===== src/rtl/id_pkg.sv =====
// Shared decode constants, control payload and condition evaluation for the ID stage.
package id_pkg;

  localparam int unsigned CMD_W  = 4;
  localparam int unsigned MODE_W = 2;
  localparam int unsigned COND_W = 4;
  localparam int unsigned OPC_W  = 4;

  // Execute-unit command encodings
  localparam logic [CMD_W-1:0] CMD_NOP = 4'b0000;
  localparam logic [CMD_W-1:0] CMD_MOV = 4'b0001;
  localparam logic [CMD_W-1:0] CMD_MVN = 4'b1001;
  localparam logic [CMD_W-1:0] CMD_ADD = 4'b0010;
  localparam logic [CMD_W-1:0] CMD_ADC = 4'b0011;
  localparam logic [CMD_W-1:0] CMD_SUB = 4'b0100;
  localparam logic [CMD_W-1:0] CMD_SBC = 4'b0101;
  localparam logic [CMD_W-1:0] CMD_AND = 4'b0110;
  localparam logic [CMD_W-1:0] CMD_ORR = 4'b0111;
  localparam logic [CMD_W-1:0] CMD_EOR = 4'b1000;
  localparam logic [CMD_W-1:0] CMD_CMP = 4'b0100;
  localparam logic [CMD_W-1:0] CMD_TST = 4'b0110;
  localparam logic [CMD_W-1:0] CMD_LDR = 4'b0010;
  localparam logic [CMD_W-1:0] CMD_STR = 4'b0010;

  localparam logic [MODE_W-1:0] MODE_DP  = 2'b00;
  localparam logic [MODE_W-1:0] MODE_MEM = 2'b01;
  localparam logic [MODE_W-1:0] MODE_BR  = 2'b10;

  // Instruction opcode field values (instr[24:21])
  localparam logic [OPC_W-1:0] OP_AND = 4'b0000;
  localparam logic [OPC_W-1:0] OP_EOR = 4'b0001;
  localparam logic [OPC_W-1:0] OP_SUB = 4'b0010;
  localparam logic [OPC_W-1:0] OP_ADD = 4'b0100;
  localparam logic [OPC_W-1:0] OP_ADC = 4'b0101;
  localparam logic [OPC_W-1:0] OP_SBC = 4'b0110;
  localparam logic [OPC_W-1:0] OP_TST = 4'b1000;
  localparam logic [OPC_W-1:0] OP_CMP = 4'b1010;
  localparam logic [OPC_W-1:0] OP_ORR = 4'b1100;
  localparam logic [OPC_W-1:0] OP_MOV = 4'b1101;
  localparam logic [OPC_W-1:0] OP_MVN = 4'b1111;

  localparam logic [COND_W-1:0] COND_EQ = 4'b0000;
  localparam logic [COND_W-1:0] COND_NE = 4'b0001;
  localparam logic [COND_W-1:0] COND_CS = 4'b0010;
  localparam logic [COND_W-1:0] COND_CC = 4'b0011;
  localparam logic [COND_W-1:0] COND_MI = 4'b0100;
  localparam logic [COND_W-1:0] COND_PL = 4'b0101;
  localparam logic [COND_W-1:0] COND_VS = 4'b0110;
  localparam logic [COND_W-1:0] COND_VC = 4'b0111;
  localparam logic [COND_W-1:0] COND_HI = 4'b1000;
  localparam logic [COND_W-1:0] COND_LS = 4'b1001;
  localparam logic [COND_W-1:0] COND_GE = 4'b1010;
  localparam logic [COND_W-1:0] COND_LT = 4'b1011;
  localparam logic [COND_W-1:0] COND_GT = 4'b1100;
  localparam logic [COND_W-1:0] COND_LE = 4'b1101;
  localparam logic [COND_W-1:0] COND_AL = 4'b1110;

  typedef struct packed {
    logic [CMD_W-1:0] cmd;
    logic             mem_read;
    logic             mem_write;
    logic             wb_en;
    logic             b;
    logic             s;
  } ctrl_t;

  localparam ctrl_t CTRL_BUBBLE = '0;

  // nzcv = {N,Z,C,V}; unlisted codes (AL and 1111) always pass
  function automatic logic cond_pass(input logic [COND_W-1:0] cond, input logic [3:0] nzcv);
    logic n, z, c, v, ok;
    {n, z, c, v} = nzcv;
    ok = 1'b1;
    case (cond)
      COND_EQ: ok = z;
      COND_NE: ok = !z;
      COND_CS: ok = c;
      COND_CC: ok = !c;
      COND_MI: ok = n;
      COND_PL: ok = !n;
      COND_VS: ok = v;
      COND_VC: ok = !v;
      COND_HI: ok = c && !z;
      COND_LS: ok = !c || z;
      COND_GE: ok = (n == v);
      COND_LT: ok = (n != v);
      COND_GT: ok = !z && (n == v);
      COND_LE: ok = z || (n != v);
      default: ok = 1'b1;
    endcase
    return ok;
  endfunction

endpackage


===== src/rtl/id_stage_piped_decode_ctrl.sv =====
// Control decode of mode/opcode/S into the EX control payload, plus condition check.
module decode_ctrl
  import id_pkg::*;
(
  input  logic [MODE_W-1:0] mode,
  input  logic [OPC_W-1:0]  opcode,
  input  logic              s_bit,
  input  logic [COND_W-1:0] cond,
  input  logic [3:0]        status_reg,
  output ctrl_t             ctrl_c,
  output logic              cond_ok_c
);

  always_comb begin
    ctrl_c = CTRL_BUBBLE;
    case (mode)
      MODE_DP: begin
        ctrl_c.wb_en = 1'b1;
        ctrl_c.s     = s_bit;
        case (opcode)
          OP_MOV: ctrl_c.cmd = CMD_MOV;
          OP_MVN: ctrl_c.cmd = CMD_MVN;
          OP_ADD: ctrl_c.cmd = CMD_ADD;
          OP_ADC: ctrl_c.cmd = CMD_ADC;
          OP_SUB: ctrl_c.cmd = CMD_SUB;
          OP_SBC: ctrl_c.cmd = CMD_SBC;
          OP_AND: ctrl_c.cmd = CMD_AND;
          OP_ORR: ctrl_c.cmd = CMD_ORR;
          OP_EOR: ctrl_c.cmd = CMD_EOR;
          OP_CMP: begin
            ctrl_c.cmd   = CMD_CMP;
            ctrl_c.wb_en = 1'b0;
          end
          OP_TST: begin
            ctrl_c.cmd   = CMD_TST;
            ctrl_c.wb_en = 1'b0;
          end
          default: ctrl_c.cmd = CMD_NOP;
        endcase
      end
      // S selects load vs store; flags are never updated by memory ops
      MODE_MEM: begin
        ctrl_c.mem_read  = s_bit;
        ctrl_c.wb_en     = s_bit;
        ctrl_c.mem_write = !s_bit;
        ctrl_c.cmd       = s_bit ? CMD_LDR : CMD_STR;
      end
      MODE_BR: ctrl_c.b = 1'b1;
      default: ctrl_c.s = s_bit;
    endcase
  end

  assign cond_ok_c = cond_pass(cond, status_reg);

endmodule


===== src/rtl/id_stage_piped.sv =====
// Decode stage: field extraction, bypassed register file, RAW hazard detection and the ID/EX register.
module id_stage_piped
  import id_pkg::*;
#(
  parameter int unsigned WORD_WIDTH    = 32,
  parameter int unsigned REG_COUNT     = 16,
  parameter int unsigned FORWARDING_EN = 0,
  parameter int unsigned REG_ADDR_W    = $clog2(REG_COUNT)
) (
  input  logic                  clk,
  input  logic                  rst,
  input  logic                  freeze,
  input  logic                  flush,
  input  logic [WORD_WIDTH-1:0] pc_in,
  input  logic [31:0]           instr_in,
  input  logic [3:0]            status_reg,
  input  logic                  wb_en,
  input  logic [REG_ADDR_W-1:0] wb_dest,
  input  logic [WORD_WIDTH-1:0] wb_value,
  input  logic                  exe_wb_en,
  input  logic                  exe_mem_read,
  input  logic [REG_ADDR_W-1:0] exe_dest,
  input  logic                  mem_wb_en,
  input  logic [REG_ADDR_W-1:0] mem_dest,
  output logic                  hazard,
  output logic [WORD_WIDTH-1:0] ex_pc,
  output logic [WORD_WIDTH-1:0] ex_val_rn,
  output logic [WORD_WIDTH-1:0] ex_val_rm,
  output logic [23:0]           ex_imm24,
  output logic [11:0]           ex_shift_op,
  output logic [REG_ADDR_W-1:0] ex_src1,
  output logic [REG_ADDR_W-1:0] ex_src2,
  output logic [REG_ADDR_W-1:0] ex_dst,
  output logic [3:0]            ex_cmd,
  output logic                  ex_mem_read,
  output logic                  ex_mem_write,
  output logic                  ex_wb_en,
  output logic                  ex_imm,
  output logic                  ex_b,
  output logic                  ex_s
);

  localparam logic [REG_ADDR_W-1:0] PC_ADDR = REG_ADDR_W'(REG_COUNT - 1);

  logic [MODE_W-1:0]     mode_c;
  logic [OPC_W-1:0]      opcode_c;
  logic                  imm_c;
  logic [REG_ADDR_W-1:0] src1_c, src2_c, dst_c;
  ctrl_t                 ctrl_c;
  logic                  cond_ok_c;

  assign mode_c   = instr_in[27:26];
  assign opcode_c = instr_in[24:21];
  assign imm_c    = instr_in[25];
  assign dst_c    = REG_ADDR_W'(instr_in[15:12]);
  assign src1_c   = REG_ADDR_W'(instr_in[19:16]);
  assign src2_c   = ctrl_c.mem_write ? dst_c : REG_ADDR_W'(instr_in[3:0]);

  decode_ctrl u_decode_ctrl (
    .mode       (mode_c),
    .opcode     (opcode_c),
    .s_bit      (instr_in[20]),
    .cond       (instr_in[31:28]),
    .status_reg (status_reg),
    .ctrl_c     (ctrl_c),
    .cond_ok_c  (cond_ok_c)
  );

  // Register file; the PC slot is never written
  logic [WORD_WIDTH-1:0] rf [REG_COUNT];

  always_ff @(posedge clk or negedge rst) begin
    if (!rst) begin
      for (int i = 0; i < int'(REG_COUNT); i++) rf[i] <= '0;
    end else if (wb_en && (wb_dest != PC_ADDR)) begin
      rf[wb_dest] <= wb_value;
    end
  end

  // Read ports: PC slot returns pc_in, otherwise a same-cycle write is bypassed
  logic [WORD_WIDTH-1:0] val_rn_c, val_rm_c;

  always_comb begin
    val_rn_c = rf[src1_c];
    val_rm_c = rf[src2_c];
    if (src1_c == PC_ADDR)                  val_rn_c = pc_in;
    else if (wb_en && (wb_dest == src1_c))  val_rn_c = wb_value;
    if (src2_c == PC_ADDR)                  val_rm_c = pc_in;
    else if (wb_en && (wb_dest == src2_c))  val_rm_c = wb_value;
  end

  logic use_src1_c, use_src2_c, exe_hit_c, mem_hit_c;

  always_comb begin
    use_src1_c = (mode_c != MODE_BR) &&
                 !((mode_c == MODE_DP) && ((opcode_c == OP_MOV) || (opcode_c == OP_MVN))) &&
                 (src1_c != PC_ADDR);
    use_src2_c = (((mode_c == MODE_DP) && !imm_c) || ctrl_c.mem_write) && (src2_c != PC_ADDR);
    exe_hit_c  = (use_src1_c && (src1_c == exe_dest)) || (use_src2_c && (src2_c == exe_dest));
    mem_hit_c  = (use_src1_c && (src1_c == mem_dest)) || (use_src2_c && (src2_c == mem_dest));
    if (FORWARDING_EN != 0) hazard = exe_hit_c && exe_mem_read;
    else                    hazard = (exe_hit_c && exe_wb_en) || (mem_hit_c && mem_wb_en);
    if (flush) hazard = 1'b0;
  end

  // ID/EX register: flush beats freeze; bubbles clear control only
  ctrl_t ex_ctrl;

  always_ff @(posedge clk or negedge rst) begin
    if (!rst) begin
      ex_ctrl     <= CTRL_BUBBLE;
      ex_pc       <= '0;
      ex_val_rn   <= '0;
      ex_val_rm   <= '0;
      ex_imm24    <= '0;
      ex_shift_op <= '0;
      ex_src1     <= '0;
      ex_src2     <= '0;
      ex_dst      <= '0;
      ex_imm      <= 1'b0;
    end else if (flush || !freeze) begin
      ex_ctrl     <= (flush || hazard || !cond_ok_c) ? CTRL_BUBBLE : ctrl_c;
      ex_pc       <= pc_in;
      ex_val_rn   <= val_rn_c;
      ex_val_rm   <= val_rm_c;
      ex_imm24    <= instr_in[23:0];
      ex_shift_op <= instr_in[11:0];
      ex_src1     <= src1_c;
      ex_src2     <= src2_c;
      ex_dst      <= dst_c;
      ex_imm      <= imm_c;
    end
  end

  assign ex_cmd       = ex_ctrl.cmd;
  assign ex_mem_read  = ex_ctrl.mem_read;
  assign ex_mem_write = ex_ctrl.mem_write;
  assign ex_wb_en     = ex_ctrl.wb_en;
  assign ex_b         = ex_ctrl.b;
  assign ex_s         = ex_ctrl.s;

endmodule


===== config.mk =====
export PLATFORM = sky130hd
export DESIGN_NAME = id_stage_piped
export DESIGN_NICKNAME = d
export VERILOG_FILES = /design/src/rtl/id_pkg.sv /design/src/rtl/id_stage_piped_decode_ctrl.sv /design/src/rtl/id_stage_piped.sv
export SDC_FILE = /design/constraint.sdc
export NUM_CORES = 1
export LEC_CHECK = 0
export CAP_MARGIN = 20
export CORE_ASPECT_RATIO = 1.2
export CORE_UTILIZATION = 45
export DETAILED_ROUTE_END_ITERATION = 7
export PLACE_DENSITY = 0.67
export SYNTH_ARGS = -nofsm -noshare
export SYNTH_HDL_FRONTEND = slang
export SYNTH_HIERARCHICAL = 1
export SYNTH_SLANG_ARGS = --single-unit
export TNS_END_PERCENT = 50

===== constraint.sdc =====
create_clock -name clk -period 2.02 [get_ports clk]
set_clock_uncertainty 0.05 [all_clocks]
set_input_delay 0.202 -clock clk [delete_from_list [all_inputs] [get_ports clk]]
set_output_delay 0.202 -clock clk [all_outputs]
set_load 0.005 [all_outputs]

Word level (Yosys, flattened, before mapping)
Index checks and enable logic that the tools add are counted.
- register bits: 666
- bits of input ports: 120
- output and inout bits: 155
- logic and storage cells: 144
- $lt $le $gt $ge: 4
- equality and inequality tests: 39
- mux-type cells: 24
- bitwise logic cells: 3
- reductions and logical operators: 43
- operator list (cell ; number):
    bitwise mux 512 bit ; 1
    two-way mux 32 bit ; 9
    binary-select mux 32 bit (select 4 bit) ; 2
    demux 32 bit (select 4 bit) ; 1
    equality test 4 bit (second input constant) ; 13
    case mux 4 bit (9 select lines) ; 1
    equality test 4 x 3 -> 1 bit (second input constant) ; 7
    equality test 4 bit ; 6
    logical AND 1 bit ; 17
    greater-or-equal comparator 5 bit (second input constant) ; 3
    inverter 4 -> 5 bit ; 3
    case mux 1 bit (14 select lines) ; 1
    equality test 4 x 2 -> 1 bit (second input constant) ; 3
    inequality test 4 bit (second input constant) ; 3
    logical OR 1 bit ; 10
    zero test 1 bit ; 9
    two-way mux 9 bit ; 1
    equality test 4 x 1 -> 1 bit (second input constant) ; 2
    zero test 4 bit ; 2
    case mux 4 bit (2 select lines) ; 1
    OR reduction 2 bit ; 4
    < comparator 5 x 1 -> 1 bit (second input constant) ; 1
    two-way mux 1 bit ; 4
    two-way mux 4 bit ; 1
    8 further kinds ; 8

Logic depth before layout (Yosys ltp)
- word-level depth: 14
- depth in mapped cells: 14
- mapped depth without buffers: 10

Hierarchy
The synthesis kept the hierarchy.
- by module, submodules not included (module ; instances ; cells each ; area an instance (um^2) ; sequential area each (um^2)):
    id_stage_piped ; 1 ; 2926 ; 34606.9 ; 16165.5
    decode_ctrl ; 1 ; 47 ; 321.6 ; 0.0

Least setup slack after synthesis
OpenSTA, ideal clock, no wires.
- path kind: input to register
- start point: input instr_in[27]
- end point: register ex_val_rm[14]
- library setup time: 0.141 ns
- arrival time: 2.215 ns
- data required time: 1.829 ns
- slack: -0.386 ns
- cell stages on the path: 10
- buffers on the path: 3
- cells stage by stage: inv_1 > ha_1 > nor2b_1 > buf_6 > mux2i_4 > buf_6 > buf_4 > mux4_2 > a22oi_1 > a31oi_1
- RTL lines (what ; line ; text):
    start, declared ; id_stage_piped.sv:15 ; input logic [31:0] instr_in,
    end signal, assigned ; id_stage_piped.sv:125 ; ex_val_rm <= val_rm_c;
    end, declared ; id_stage_piped.sv:28 ; output logic [WORD_WIDTH-1:0] ex_val_rm,

==> out/metrics.cfg <==
[run_status]
status=complete, but fails checks
violations=negative setup slack

[setup_path]
critical_path_arrival_ns=2.09
slowest_delay_ns=0.29
slowest_stage=nor4_2
rrSetupSlack_ns=-0.01
cp_common_cell=nor2_1
required_ns=1.77
path_cells=buf_12 > inv_12 > ha_4 > nor2b_4 > buf_6 > mux2i_4 > buf_4 > xnor2_1 > nor4_2 > nor2_1 > nor2_1 > buf_2
reg2reg_depth=4
cp-start-kind=input port
crit_type=in2out
end_kind=output pin
crit_fanout=5

[cts]
cts_buffer_depth=3
clock_latency_ns=0.62
cts_buffers=71
cts_tree=done
numClockSinks=646
cts-root-buf=clkbuf_16
htree_levels=3
path_clk_slew_ns=0.07

[sta]
rsz0062_at_grt=true
setup_tns_ns=-4.60
fmax_ghz=0.427
slew_headroom_pct=54.3
period_share_pct=116
hold_violations=0
final-setup-viol-count=34
drv_slew=0
fin_ws_ns=-0.320
max_slew.worst_pin.slew_ns=0.685
fin_crit_ns=2.34

[synth]
synthDominantCellAreaShare_pct=46.3
synth_top_area_cell=dfrtp_1
ys_seq_elements=646
synth.net_count=3096
ys_seq_area_share_pct=46.3
ys_types=73
synth_area_leaders=dfrtp_1 46%, mux2_2 15%, mux4_2 13%
synth_common_cells=646 x dfrtp_1, 463 x mux2_2, 242 x nand2_1, 242 x nor2_1, 202 x mux4_2
synthCells=2973
ys_warn_count=6
synth_edf_count=0
syn_area_um2=34900
synth_flop_cell=dfrtp_1
async_reset_ff_share_pct=100
yosysMostFrequentCell=dfrtp_1
syn_area_per_cell_um2=11.7

[cells_and_area]
areaGrowthSynthToFinish_pct=28.7
postLayoutCoreUtil_pct=58.6
final_area_um2=45000
drive_gt1_share_pct=38.2
num_antenna_cells=0
final_cells=4476
fin_nets=3526

[floorplan]
core_area_um2=76700
die_h_um=307
rows=111
ios=275
start_util_pct=45.6
fp.dieArea_um2=78700
fp.dieW_um=256

[hold_path]
hold_path_class=in2reg
whs_path_depth=3

[global_routing]
grtUsageTotal_pct=32.4
grt_pass1_wl_um=192000
grt_overflow_total=0
grt_pass1_vias=29918
grt_max_degree=78
antenna_found_initial=0

[power_and_ir_drop]
p_per_area_nw_per_um2=930
power_mw=41.8
ir_drop_mv=0.599
leakagePower_nw=18.9

[drt]
drt-total-wl_um=129000
top_layer_used=met4
vias=29153
met1_length_um=47700
wl_met2_um=61200
wl_per_cell_um=28.8
drc=0
vias_per_cell=6.51
wl_met3_um=12300
drtIter0Drc=3334
detail-route-antenna-nets=0
dr.pass1.iters=6

[place]
dpl-instance-area_um2=41300
globalplace.congestion=0.939
dp_cells=4304
numPortBuffers=273
dp_hpwl_um=85700

[flow_run]
maxCapViolations=0

[placed cells by master (no fill, tap or decap), types with 11 or more instances in the layout]
master / synthesis / final
clkbuf_8: 0 / 15
clkbuf_1: 172 / 18
a22oi_1: 20 / 19
o21ai_0: 100 / 94
clkinv_2: 0 / 13
nor3_2: 0 / 18
o31ai_1: 17 / 15
nand2b_1: 14 / 13
buf_4: 38 / 282
mux2_2: 463 / 461
buf_12: 0 / 93
clkbuf_16: 0 / 76
nor4_1: 38 / 36
a21oi_1: 139 / 130
a211oi_1: 13 / 13
inv_1: 20 / 19
a22o_1: 14 / 14
a31oi_1: 31 / 27
clkdlybuf4s50_1: 0 / 260
o22ai_1: 48 / 45
nor2_4: 1 / 11
nor2_1: 242 / 228
o21ai_1: 35 / 39
nand2_1: 242 / 241
mux2i_1: 63 / 62
nor3_4: 1 / 12
xnor2_1: 16 / 14
buf_6: 14 / 27
nor3_1: 97 / 68
dfrtp_1: 646 / 646
mux4_2: 202 / 202
o211ai_1: 44 / 44
[area by class of cell]
class	instances	area [µm²]
multi-input cells	1979	17900
flip-flops and latches	646	16200
fillers	6072	31700
inverters	23	98.8
clock inverters	22	240
repair buffers	682	7180
well taps	1017	1270
clock buffers	107	2140
[per-stage QoR]
step	hold slack (ns)	worst slack (ns)
2_1_floorplan	-0.144	-0.220
3_3_place_gp	0.184	-1.32
3_5_place_dp	0.177	-1.38
4_1_cts	0.0417	-0.313
5_1_grt	0.0813	-0.449
6_report	0.0616	-0.320
[worst max-delay path: cells and delay by family]
family,cells,cell delay (ns)
AND/OR/NAND/NOR,4,0.77
multiplexers,1,0.26
adder cells (fa/ha/maj),1,0.11
buffers and inverters,5,0.64
XOR/XNOR,1,0.08
[flip-flops by register name, summed over array words and instances (netlist names)]
signal,cells
ex_imm,1
ex_mem_write,1
ex_val_rm,32
ex_val_rn,32
ex_b,1
ex_cmd,4
ex_s,1
ex_imm24,24
ex_mem_read,1
rf,512
ex_src2,4
ex_pc,32
ex_wb_en,1
[cells by family (layout without fill, tap and decap cells)]
family | count (synthesis) | in the layout | share of synthesized area (%)
and+or+nand+nor | 692 | 692 | 8.74
DFF | 646 | 646 | 46.3
buffers and inverters | 348 | 834 | 4.71
muxes | 740 | 740 | 30.3
xor gates and xnor gates | 26 | 26 | 0.673
AOI/OAI and AO/OA | 518 | 518 | 9.23
adders and majority gates | 3 | 3 | 0.107
[per-layer routing]
metal | track usage [%] | vias up
met5 | 0 | -
met4 | 18.0 | 0
met3 | 6.35 | 440
met2 | 52.2 | 1983
met1 | 41.1 | 14878
li1 | - | 11852
[where the power goes]
group	total [mW]	switching, mW	internal, mW	leakage [nW]
clock network	13.4	5.53	7.84	1.17
logic	10.5	4.43	6.05	9.77
registers	18.0	2.33	15.6	7.97
[path summary, 6_finish.rpt]
check / end / start
max: hazard / instr_in[27]
min: ex_imm24[4] / instr_in[4]
max reg2reg: ex_val_rn[30] / rf[510]
min reg2reg: rf[18] / rf[18]
max in group asynchronous: rf[209] / rst
min in group asynchronous: rf[124] / rst
[repair_timing]
action | CTS | global route
hold endpoints to repair | 154 | 0
cloned | 7 | 1
resized for setup | 116 | 61
endpoints found under the setup margin | 42 | 33
pin swaps | 26 | 34
hold buffers | 2 | 0
buffers inserted | 19 | 19
Note: power is estimated with default switching activity, not from simulation.
==> RTL change (same flow settings) <==
Register the outputs `ex_cmd`, `ex_mem_read`, `ex_mem_write`, `ex_wb_en`, `ex_b` and `ex_s`, with the module's reset; this adds one clock of latency there. The other outputs are not delayed to match.
--- a/src/rtl/id_stage_piped.sv
+++ b/src/rtl/id_stage_piped.sv
@@ -133,10 +133,21 @@
   end
 
-  assign ex_cmd       = ex_ctrl.cmd;
-  assign ex_mem_read  = ex_ctrl.mem_read;
-  assign ex_mem_write = ex_ctrl.mem_write;
-  assign ex_wb_en     = ex_ctrl.wb_en;
-  assign ex_b         = ex_ctrl.b;
-  assign ex_s         = ex_ctrl.s;
+  always_ff @(posedge clk or negedge rst) begin
+    if (!rst) begin
+      ex_cmd       <= '0;
+      ex_mem_read  <= '0;
+      ex_mem_write <= '0;
+      ex_wb_en     <= '0;
+      ex_b         <= '0;
+      ex_s         <= '0;
+    end else begin
+      ex_cmd       <= ex_ctrl.cmd;
+      ex_mem_read  <= ex_ctrl.mem_read;
+      ex_mem_write <= ex_ctrl.mem_write;
+      ex_wb_en     <= ex_ctrl.wb_en;
+      ex_b         <= ex_ctrl.b;
+      ex_s         <= ex_ctrl.s;
+    end
+  end
 
 endmodule
Function: not settled (the Yosys comparison gave no result); the edit may change what the design does.
==> RTL change against the unedited design <==
- highest routed layer is now met5
- worst setup slack better by 0.068 ns
- sequential cell count is 9 higher
- largest cell class unchanged
- the flow still finishes with violations (setup timing)
- power is 6.3% higher
- core utilization is 1.1 points higher
- critical path type unchanged
- final cell count is 15% higher
- area after synthesis is 7.8% higher
- design area is 9.5% higher
- wire length is 13% higher
- largest power group unchanged
==> RTL change: results (changes against the unedited design) <==
.. list-table::
   :header-rows: 1

   * - Metric
     - Value
   * - Maximum number of pins on one net before global-route repair
     - 61 (-22%)
   * - Hold Worst Slack
     - 0.0505 ns (-0.0110 ns)
   * - Endpoint arrival time on the critical path
     - 2.02 ns (-0.07 ns)
   * - Cell total after placement
     - 4957 (+15%)
   * - Count of mapped cells out of synthesis
     - 3530 (+19%)
   * - Highest cell delay on the worst timing path
     - 0.32 ns (+0.03 ns)
   * - Cells taking the most area after synthesis
     - dfrtp_1 (44%), mux2_2 (14%), mux4_2 (9.6%)
   * - Slew at the pin with the worst max-slew slack
     - 0.757 ns (+0.0719 ns)
   * - Routability congestion estimate from global placement
     - 0.939 (about the same)
   * - Nets@finish
     - 4097 (+16%)
   * - Total clock buffers created by CTS
     - 75 (+5.6%)
   * - FF-to-FF setup slack
     - 0.07 ns (+0.08 ns)
   * - Final worst slack
     - -0.252 ns (+0.0685 ns)
   * - Result of the run
     - complete, but fails checks
   * - Distinct cells, synth
     - 74 (+1.4%)
   * - Worst-case setup slack after placement
     - -1.59 ns (-0.212 ns)
   * - Largest driver fanout on the critical path
     - 4 (-1)
   * - Skew-Pair Late Insertion Delay
     - 0.64 ns (+0.02 ns)
   * - Setup-violating endpoint count in the final report
     - 33 (-2.9%)
   * - Number of DRC markers in iteration 0
     - 3902 (+17%)
   * - Wire length of the first global-routing pass
     - 214000 um (+12%)
   * - Cell area after placement
     - 0.0450 mm^2 (+8.8%)
   * - Post-DP HPWL
     - 98100 um (+14%)
   * - Number of antenna violations at the first check in global routing
     - 3 (+3)
   * - Overall Global Routing Usage
     - 0.338 (+0.0140)
   * - Critical-path top delay cell
     - mux2_4
   * - Violated checks
     - setup timing
   * - Fill count
     - 6613 (+8.9%)
[RTL change: changes by cell type after synthesis, moves of 53 or more]
cell	unedited run	this run
a21oi_1	139	86
mux2i_1	63	2
nand2b_1	14	155
nor2_1	242	413
o21ai_0	100	186
o221ai_1	8	72
[RTL change: worst paths after layout]
check / end / from / depth (start not counted)
min reg2reg: ex_wb_en / ex_ctrl[2] / 0
max reg2reg: ex_val_rn[5] / rf[5] / 4
max: hazard / instr_in[27] / 12
max in group asynchronous: rf[330] / rst / 4
min in group asynchronous: rf[186] / rst / 2
min: ex_imm24[20] / instr_in[20] / 4
[RTL change: final cells by class]
cell class,count,share of cell area
multi-input cells,2469,0.415
flip-flops and latches,655,0.333
repair buffers,757,0.170
clock buffers,110,0.0453
well taps,1111,0.0282
clock inverters,25,0.00696
inverters,16,0.00147
diodes,2,0.000102
[RTL change: what timing repair did]
action	4_1_cts	5_1_grt
pin swaps	61	53
gates resized for setup	170	96
hold endpoints to repair	532	0
gates cloned	7	3
hold buffers	4	0
buffers inserted	30	15
setup endpoints to repair	42	34
[RTL change: kinds of logic after synthesis]
| logic type | count (synthesis) | share of synthesized area |
|---|---|---|
| mux | 640 | 0.240 |
| flops | 655 | 0.435 |
| simple gates | 1042 | 0.130 |
| buf+inv | 406 | 0.0511 |
| xor+xnor | 28 | 0.00651 |
| fa+ha+maj | 3 | 0.000997 |
| compound gates | 756 | 0.136 |
[RTL change: power by group]
part | switching, mW | total, mW | internal [mW]
combinational | 5.26 | 11.9 | 6.62
sequential | 2.41 | 18.2 | 15.8
clock | 5.82 | 14.4 | 8.57
[RTL change: routing by layer]
metal	global-route usage	part of all wire	wire length [um]
met4	0.268	0.091	13300
met3	0.0594	0.084	12200
met5	0	0.00011	16
met2	0.529	0.46	66700
met1	0.413	0.37	53200
